**src/rtl/spi_frame_receiver.sv**
```systemverilog
// spi_frame_receiver
// Synchronises raw SPI pins (nCS, SCLK, COPI) into the clk domain and
// shifts in fixed-length mode-0 frames: R/W bit, ADDR_W address bits,
// DATA_W data bits, MSB first.
// A completed write frame produces a one-cycle wr_valid strobe with
// address and data. A short or overrun frame produces a one-cycle
// frame_err pulse.
// Optional feature: define SPI_FRAME_RX_READBACK_EN to add the rd_addr,
// rd_data and cipo_out readback path for read frames.
// SYNC_STAGES is meant to be 2 or 3. SCLK high and low phases must each
// last at least SYNC_STAGES+1 clk periods.
module spi_frame_receiver #(
  parameter int SYNC_STAGES = 2,
  parameter int ADDR_W      = 7,
  parameter int DATA_W      = 8
) (
  input  logic              clk,
  input  logic              rst,
  input  logic              ncs_in,
  input  logic              sclk_in,
  input  logic              copi_in,
  output logic              wr_valid,
  output logic [ADDR_W-1:0] wr_addr,
  output logic [DATA_W-1:0] wr_data,
  output logic              frame_err,
`ifdef SPI_FRAME_RX_READBACK_EN
  output logic [ADDR_W-1:0] rd_addr,
  input  logic [DATA_W-1:0] rd_data,
  output logic              cipo_out,
`endif
  output logic              busy
);

  localparam int FRAME_W = 1 + ADDR_W + DATA_W;
  localparam int CNT_W   = $clog2(FRAME_W + 2);

  localparam logic [CNT_W-1:0] CNT_FULL = CNT_W'(FRAME_W);
  localparam logic [CNT_W-1:0] CNT_SAT  = CNT_W'(FRAME_W + 1);
  localparam logic [CNT_W-1:0] CNT_ONE  = CNT_W'(1);

  typedef enum logic [1:0] {
    WAIT_IDLE,
    IDLE,
    SHIFT
  } state_t;

  state_t state;
  state_t next_state;

  logic [SYNC_STAGES-1:0] ncs_sync;
  logic [SYNC_STAGES-1:0] sclk_sync;
  logic [SYNC_STAGES-1:0] copi_sync;
  logic                   ncs_hist;
  logic                   sclk_hist;

  logic ncs_s;
  logic sclk_s;
  logic copi_s;
  logic ncs_fall;
  logic ncs_rise;
  logic sclk_rise;

  logic [FRAME_W-1:0] shift_reg;
  logic [CNT_W-1:0]   bit_cnt;

  logic cnt_clear;
  logic shift_en;
  logic commit_wr;
  logic commit_err;

  // Pin synchronisers plus one history flop each for nCS and SCLK edge detection
  always_ff @(posedge clk or posedge rst) begin
    if (rst) begin
      ncs_sync  <= '1;
      sclk_sync <= '0;
      copi_sync <= '0;
      ncs_hist  <= 1'b1;
      sclk_hist <= 1'b0;
    end else begin
      ncs_sync  <= {ncs_sync[SYNC_STAGES-2:0], ncs_in};
      sclk_sync <= {sclk_sync[SYNC_STAGES-2:0], sclk_in};
      copi_sync <= {copi_sync[SYNC_STAGES-2:0], copi_in};
      ncs_hist  <= ncs_sync[SYNC_STAGES-1];
      sclk_hist <= sclk_sync[SYNC_STAGES-1];
    end
  end

  assign ncs_s     = ncs_sync[SYNC_STAGES-1];
  assign sclk_s    = sclk_sync[SYNC_STAGES-1];
  assign copi_s    = copi_sync[SYNC_STAGES-1];
  assign ncs_fall  = ncs_hist & ~ncs_s;
  assign ncs_rise  = ~ncs_hist & ncs_s;
  assign sclk_rise = ~sclk_hist & sclk_s;

  // State register
  always_ff @(posedge clk or posedge rst) begin
    if (rst) begin
      state <= WAIT_IDLE;
    end else begin
      state <= next_state;
    end
  end

  // Next-state and control decode; an nCS rise takes priority over a coincident SCLK rise
  always_comb begin
    next_state = state;
    cnt_clear  = 1'b0;
    shift_en   = 1'b0;
    commit_wr  = 1'b0;
    commit_err = 1'b0;
    case (state)
      WAIT_IDLE: begin
        if (ncs_s) begin
          next_state = IDLE;
        end
      end
      IDLE: begin
        if (ncs_fall) begin
          next_state = SHIFT;
          cnt_clear  = 1'b1;
        end
      end
      SHIFT: begin
        if (ncs_rise) begin
          next_state = IDLE;
          if (bit_cnt == CNT_FULL) begin
            commit_wr = shift_reg[FRAME_W-1];
          end else if (bit_cnt != '0) begin
            commit_err = 1'b1;
          end
        end else if (sclk_rise && !ncs_s) begin
          shift_en = 1'b1;
        end
      end
      default: begin
        next_state = WAIT_IDLE;
      end
    endcase
  end

  // Frame shift register and saturating bit counter
  always_ff @(posedge clk or posedge rst) begin
    if (rst) begin
      shift_reg <= '0;
      bit_cnt   <= '0;
    end else if (cnt_clear) begin
      shift_reg <= '0;
      bit_cnt   <= '0;
    end else if (shift_en) begin
      shift_reg <= {shift_reg[FRAME_W-2:0], copi_s};
      if (bit_cnt != CNT_SAT) begin
        bit_cnt <= bit_cnt + CNT_ONE;
      end
    end
  end

  // Commit strobes; address and data hold their last committed value between writes
  always_ff @(posedge clk or posedge rst) begin
    if (rst) begin
      wr_valid  <= 1'b0;
      frame_err <= 1'b0;
      wr_addr   <= '0;
      wr_data   <= '0;
    end else begin
      wr_valid  <= commit_wr;
      frame_err <= commit_err;
      if (commit_wr) begin
        wr_addr <= shift_reg[FRAME_W-2 -: ADDR_W];
        wr_data <= shift_reg[DATA_W-1:0];
      end
    end
  end

  assign busy = (state == SHIFT);

`ifdef SPI_FRAME_RX_READBACK_EN
  localparam logic [CNT_W-1:0] CNT_ADDR_LAST = CNT_W'(ADDR_W);

  logic              sclk_fall;
  logic              addr_done_read;
  logic              rd_capture;
  logic              rd_phase;
  logic [DATA_W-1:0] rd_shift;

  assign sclk_fall = sclk_hist & ~sclk_s;

  // The shift that completes the address field of a read frame. Before this
  // shift, the R/W bit sits at position ADDR_W-1.
  assign addr_done_read = shift_en && (bit_cnt == CNT_ADDR_LAST) && !shift_reg[ADDR_W-1];

  // Present the read address, capture rd_data one clk later, then serialise it on SCLK falls
  always_ff @(posedge clk or posedge rst) begin
    if (rst) begin
      rd_addr    <= '0;
      rd_capture <= 1'b0;
      rd_phase   <= 1'b0;
      rd_shift   <= '0;
      cipo_out   <= 1'b0;
    end else begin
      rd_capture <= addr_done_read;
      if (addr_done_read) begin
        rd_addr <= {shift_reg[ADDR_W-2:0], copi_s};
      end
      if (state != SHIFT) begin
        rd_phase <= 1'b0;
        cipo_out <= 1'b0;
      end else if (rd_capture) begin
        rd_shift <= rd_data;
        rd_phase <= 1'b1;
      end else if (rd_phase && sclk_fall) begin
        cipo_out <= rd_shift[DATA_W-1];
        rd_shift <= {rd_shift[DATA_W-2:0], 1'b0};
      end
    end
  end
`endif

endmodule

```
**config.mk**
```make
export PLATFORM = sky130hd
export DESIGN_NAME = spi_frame_receiver
export DESIGN_NICKNAME = d
export VERILOG_FILES = /design/src/rtl/spi_frame_receiver.sv
export SDC_FILE = /design/constraint.sdc
export NUM_CORES = 1
export LEC_CHECK = 0
export ABC_CLOCK_PERIOD_IN_PS = 6500
export CORE_MARGIN = 4
export CORE_UTILIZATION = 46
export DETAILED_ROUTE_END_ITERATION = 8
export GPL_TIMING_DRIVEN = 0
export PLACE_DENSITY = 0.64
export SKIP_CTS_REPAIR_TIMING = 1
export SLEW_MARGIN = 20
export SYNTH_ARGS = -nofsm -noshare
export SYNTH_HDL_FRONTEND = slang
export SYNTH_SLANG_ARGS = --single-unit
```
**constraint.sdc**
```tcl
create_clock -name clk -period 6.5 [get_ports clk]
set_clock_uncertainty 0.15 [all_clocks]
set_input_delay 0.975 -clock clk [delete_from_list [all_inputs] [get_ports clk]]
set_output_delay 0.975 -clock clk [all_outputs]
set_load 0.005 [all_outputs]
```
==> impl_metrics.ini, run 1 <==
[setup_path]
crit_arrival_ns = 1.56
cp-end-kind = primary output
crit_required_ns = 5.37
critical_path.max_fanout = 7
setup.worst_path.class = register to primary output
cp-start-kind = register

[finish]
post-route-util = 0.578
fin_area_mm2 = 0.00236
post_route_cells_drive_above_1_share = 0.169
largest_register_ffs = 16
syn_to_final_growth_pct = 19.6
nNetsFinal = 202
n_antenna_cell = 0
layout_common_cells = 45 x dfrtp_1, 22 x clkdlybuf4s50_1, 19 x o21ai_0
n_fill_cell = 338
layout_commonest_cell = dfrtp_1

[power]
p_leak_uw = 0.00102
p_per_area_mw_per_mm2 = 218
ir_worst_vdd_uv = 133
power.total_uw = 516

[worst_hold_path]
hold_class = register to register

[clock_tree]
clockRootBuffer = clkbuf_8
numClockSinks = 48
cts_buffers = 5
htreeDepth = 2
clkLatencyLatePin_ns = 0.30
path_clk_slew_ns = 0.08
clockBufferDepth = 2
cts_tree = done

[drt]
vias = 1373
first_pass_iters = 4
route.detailed.drc = 0
wl_per_cell_um = 15.1
first_iter_violations = 74
wl_um = 3700
ant_nets = 0
viasPerCell = 5.60

[floorplanning]
die_area_mm2 = 0.00540
die_h_um = 73.5
ios = 23
floorplan.initialDensity = 0.483
num_rows = 23
die_width_um = 73.5
coreArea_mm2 = 0.00409

[grt]
overflow = 0
grt_usage = 0.157
met3_usage = 0.0451
grt_pass1_vias = 1364
grt_max_degree = 37
antenna_found_initial = 0
grt_busiest_layer = met2
grt_pass1_wl_um = 6520
grtUsageMet2 = 0.231
grt_use_met1 = 0.225

[timing]
final_hold_viol_count = 0
slew_violations = 0
layout_min_cycle_time_ns = 2.68
setup_violations = 0
worstMarginPinSlew_ns = 0.471
post-route-period-util = 0.413
setup_tns_ns = 0
whs_ns = 0.203
relSlewSlack = 0.686
rsz0062_at_grt = no
max_freq_ghz = 0.373

[synthesis]
synthesis.yosys.warnings = 0
ys_ff_latch = 48
syn-instance-count = 164
synth_area_per_cell_um2 = 12.0
syn_nets = 172
synth.distinct_cells = 25
syn_area_mm2 = 0.00197
ys_seq_area_frac = 0.610

[placement]
io_buffer_count = 22
gp_congestion = 0.787
placed_cell_area_mm2 = 0.00228
place_hpwl_um = 2610

[status]
status = finished clean

[run]
drv_cap = 0
-- through the flow --
stage / setup slack (ns) / std cells
2_1_floorplan: 4.24 / 164
3_3_place_gp: 3.38 / 236
3_5_place_dp: 4.14 / 237
4_1_cts: 3.81 / 245
5_1_grt: 3.72 / 245
6_report: 3.82 / 245
-- worst max-delay path: stages, from the launching register on --
cell	delay [ns]
dfrtp_1	0.43
nand2b_1	0.24
inv_1	0.08
clkdlybuf4s50_1	0.50
-- Yosys cell counts --
master	n	area, um2
inv_1	6	22.5
nand4bb_1	4	45.0
nor2_1	2	7.51
mux2_2	16	180
a21oi_1	17	85.1
nand2b_1	1	6.26
or3b_4	1	11.3
nor4bb_1	2	20.0
clkbuf_1	8	30.0
nand3_1	17	85.1
dfrtp_1	45	1130
nand2_1	5	18.8
o21ai_0	19	95.1
nor3_4	1	16.3
or4_1	1	7.51
nor3_1	4	20.0
and4bb_2	1	12.5
buf_8	1	15.0
dfstp_2	3	78.8
clkinv_1	1	3.75
buf_2	1	5.00
a22o_1	1	8.76
ha_1	3	37.5
mux2i_1	3	30.0
nor2b_1	1	6.26
-- kinds of logic (layout without fill, tap and decap cells) --
group,after synthesis,count (layout),synth area share
AOI/OAI and AO/OA,37,37,0.0957
adders and majority gates,3,3,0.0190
buffers and inverters,17,48,0.0386
DFF,48,48,0.610
muxes,19,19,0.106
and+or+nand+nor,40,40,0.130
-- power by group --
group          switching [uW]  total [uW]  internal (uW)  leakage [uW]
clock network            95.3         170           75.2     0.0000412
logic                    20.4        33.7           13.3      0.000337
registers                6.68         312            305      0.000645
total                     122         516            394       0.00102
-- per-layer routing --
layer | part of all wire | vias to the layer above
li1 | - | 641
met1 | 0.45 | 680
met2 | 0.47 | 47
met3 | 0.065 | 5
met4 | 0.013 | 0
met5 | 0 | -
-- worst paths after layout --
path	from	end	slack, ns	cells after the start
min reg2reg	copi_sync[0]$_DFF_PP0_	copi_sync[1]$_DFF_PP0_	0.20	0
min in group asynchronous	rst	copi_sync[0]$_DFF_PP0_	0.77	2
min	copi_sync[0]$_DFF_PP0_	copi_sync[1]$_DFF_PP0_	0.20	0
max reg2reg	bit_cnt[0]$_DFFE_PP0P_	wr_data[1]$_DFFE_PP0P_	4.28	6
max in group asynchronous	rst	ncs_sync[1]$_DFF_PP1_	4.89	3
max	state[0]$_DFFE_PP0P_	busy	3.82	3
-- final cells by class --
class	instances	area [um2]	area share
inverter	7	26.3	0.0111
tap	50	62.6	0.0265
sequential	48	1200	0.510
clock buffer	6	72.6	0.0307
buffer	10	50.0	0.0212
clock inverter	2	12.5	0.00530
timing repair buffer	23	240	0.102
multi-input combinational	99	693	0.293
Power figures use the tool's default switching activity.
==> inputs of run 2 (changes only) <==
--- a/config.mk
+++ b/config.mk
@@ -5,12 +5,12 @@
 export SDC_FILE = /design/constraint.sdc
 export NUM_CORES = 1
 export LEC_CHECK = 0
-export ABC_CLOCK_PERIOD_IN_PS = 6500
+export ABC_CLOCK_PERIOD_IN_PS = 2150
 export CORE_MARGIN = 4
 export CORE_UTILIZATION = 46
 export DETAILED_ROUTE_END_ITERATION = 8
 export GPL_TIMING_DRIVEN = 0
-export PLACE_DENSITY = 0.64
+export PLACE_DENSITY = 0.66
 export SKIP_CTS_REPAIR_TIMING = 1
 export SLEW_MARGIN = 20
 export SYNTH_ARGS = -nofsm -noshare
==> constraint.sdc (replaced) <==
create_clock -name clk -period 2.15 [get_ports clk]
set_clock_uncertainty 0.15 [all_clocks]
set_input_delay 0.3225 -clock clk [delete_from_list [all_inputs] [get_ports clk]]
set_output_delay 0.3225 -clock clk [all_outputs]
set_load 0.005 [all_outputs]
==> run 2 against run 1 <==
  * Sequential power grew to 3.0 times the previous value
  * Critical path depth rose by 3
  * Critical endpoint is now wr_data[1]$_DFFE_PP0P_
  * Global-route usage shrank 0.27 points
  * Sequential share of layout area decreased by 0.69 points
  * Final area increased by 1.5%
  * Largest cell class unchanged
  * Cell count grew 1.2%
  * Register-to-register slack lost 4.2 ns
==> impl_metrics.ini, run 2 (synthesis results as in run 1) <==
[status]
status = finished clean

[floorplanning]
ios = 23
die_h_um = 73.5
floorplan.initialDensity = 0.483
die_area_mm2 = 0.00540
num_rows = 23
coreArea_mm2 = 0.00409
die_width_um = 73.5

[timing]
max_freq_ghz = 0.481
slew_violations = 0
setup_ws_ns = 0.0730
layout_min_cycle_time_ns = 2.08
whs_ns = 0.197
relSlewSlack = 0.691
post-route-period-util = 0.966
final_hold_viol_count = 0
worstMarginPinSlew_ns = 0.462
setup_violations = 0

[drt]
vias = 1394
viasPerCell = 5.62
wl_per_cell_um = 14.8
wl_um = 3670
ant_nets = 0
first_pass_iters = 4
route.detailed.drc = 0
first_iter_violations = 112

[grt]
grt_max_degree = 28
grt_use_met1 = 0.211
overflow = 0
grt_usage = 0.154
antenna_found_initial = 0
grt_busiest_layer = met2
grtUsageMet2 = 0.239
met3_usage = 0.0479
grt_pass1_wl_um = 6460
grt_pass1_vias = 1406

[clock_tree]
cts_tree = done
clkLatencyLatePin_ns = 0.30
path_clk_slew_ns = 0.08
clockBufferDepth = 2
htreeDepth = 2
numClockSinks = 48
clockRootBuffer = clkbuf_8
cts_buffers = 5

[power]
ir_worst_vdd_uv = 388
power.total_uw = 1600
power_frac_clock = 0.347
internal_power_uw = 1230
swShare = 0.235
p_per_area_mw_per_mm2 = 668
p_switching_uw = 376
p_leak_uw = 0.00105
power_frac_seq = 0.589
p_comb_frac = 0.064

[placement]
io_buffer_count = 22
place_hpwl_um = 2520
dp_slack_ns = -0.0824
gp_congestion = 0.792

[setup_path]
critical_path.max_fanout = 10
r2r-start = bit_cnt[1]$_DFFE_PP0P_
reg2reg_depth = 6
crit_arrival_ns = 2.12
cp-start-kind = register
cp-startpoint = bit_cnt[1]$_DFFE_PP0P_
setup.worst_path.class = register to register
cp-end-kind = register
crit_required_ns = 2.19

[worst_hold_path]
hold_class = primary input to async pin

[finish]
largest_register_ffs = 16
nNetsFinal = 205
post_route_cells_drive_above_1_share = 0.197
layout_common_cells = 44 x dfrtp_1, 22 x clkdlybuf4s50_1, 19 x o21ai_0
post-route-util = 0.587
syn_to_final_growth_pct = 21.4
n_antenna_cell = 0
layout_commonest_cell = dfrtp_1

[run]
drv_cap = 0
==> run 2: changes by cell type in the layout (fill, tap and decap cells not counted) <==
| cell | before | now |
|---|---|---|
| buf_4 | 0 | 3 |
| clkbuf_1 | 9 | 7 |
| clkbuf_2 | 0 | 2 |
| clkbuf_8 | 5 | 6 |
| clkinv_2 | 1 | 0 |
| dfrtp_1 | 45 | 44 |
| dfrtp_2 | 0 | 1 |
==> run 2: final timing paths <==
check	endpoint	slack [ns]
max in group asynchronous	shift_reg[4]$_DFFE_PP0P_	1.16
setup reg to reg	wr_data[1]$_DFFE_PP0P_	0.07
min in group clk	copi_sync[1]$_DFF_PP0_	0.20
setup / recovery	wr_data[1]$_DFFE_PP0P_	0.07
hold reg to reg	copi_sync[1]$_DFF_PP0_	0.20
hold / removal	sclk_sync[1]$_DFF_PP0_	0.20
==> run 2: stage by stage <==
step	setup TNS [ns]	instances	cell area [um2]
floorplan	0	164	1970
global placement	-13.32	236	2260
detailed placement	-0.750	237	2280
CTS	-0.818	245	2370
global route	-0.000798	248	2400
finish	0	248	2400
==> run 2: area by class of cell <==
cell class                 count  area [um2]
clock buffer                   7        86.3
multi-input combinational     99         693
fill                         325        1690
clock inverter                 1        7.51
timing repair buffer          26         263
sequential                    48        1210
buffer                        10        52.6
inverter                       7        26.3
tap                           50        62.6
==> run 2: worst max-delay path, stage by stage, from the launching register on <==
cell	delay, ns
dfrtp_1	0.40
inv_1	0.10
ha_1	0.16
or3b_4	0.40
nor3_4	0.24
buf_8	0.18
mux2_2	0.33
==> run 2: per-layer routing <==
metal | part of all wire | vias up | routed length [um]
met1 | 0.45 | 703 | 1660
met3 | 0.050 | 4 | 182
met2 | 0.49 | 37 | 1800
li1 | - | 650 | -
met4 | 0.0093 | 0 | 34
met5 | 0 | - | 0
==> run 2: power by group through the flow <==
stage	clock (uW)	combinational [uW]	sequential (uW)
final	555	103	943
after global routing	610	117	947
after CTS	565	104	942
after detailed placement	0	104	960
after global placement	0	94.5	957
after floorplan	0	68.0	954
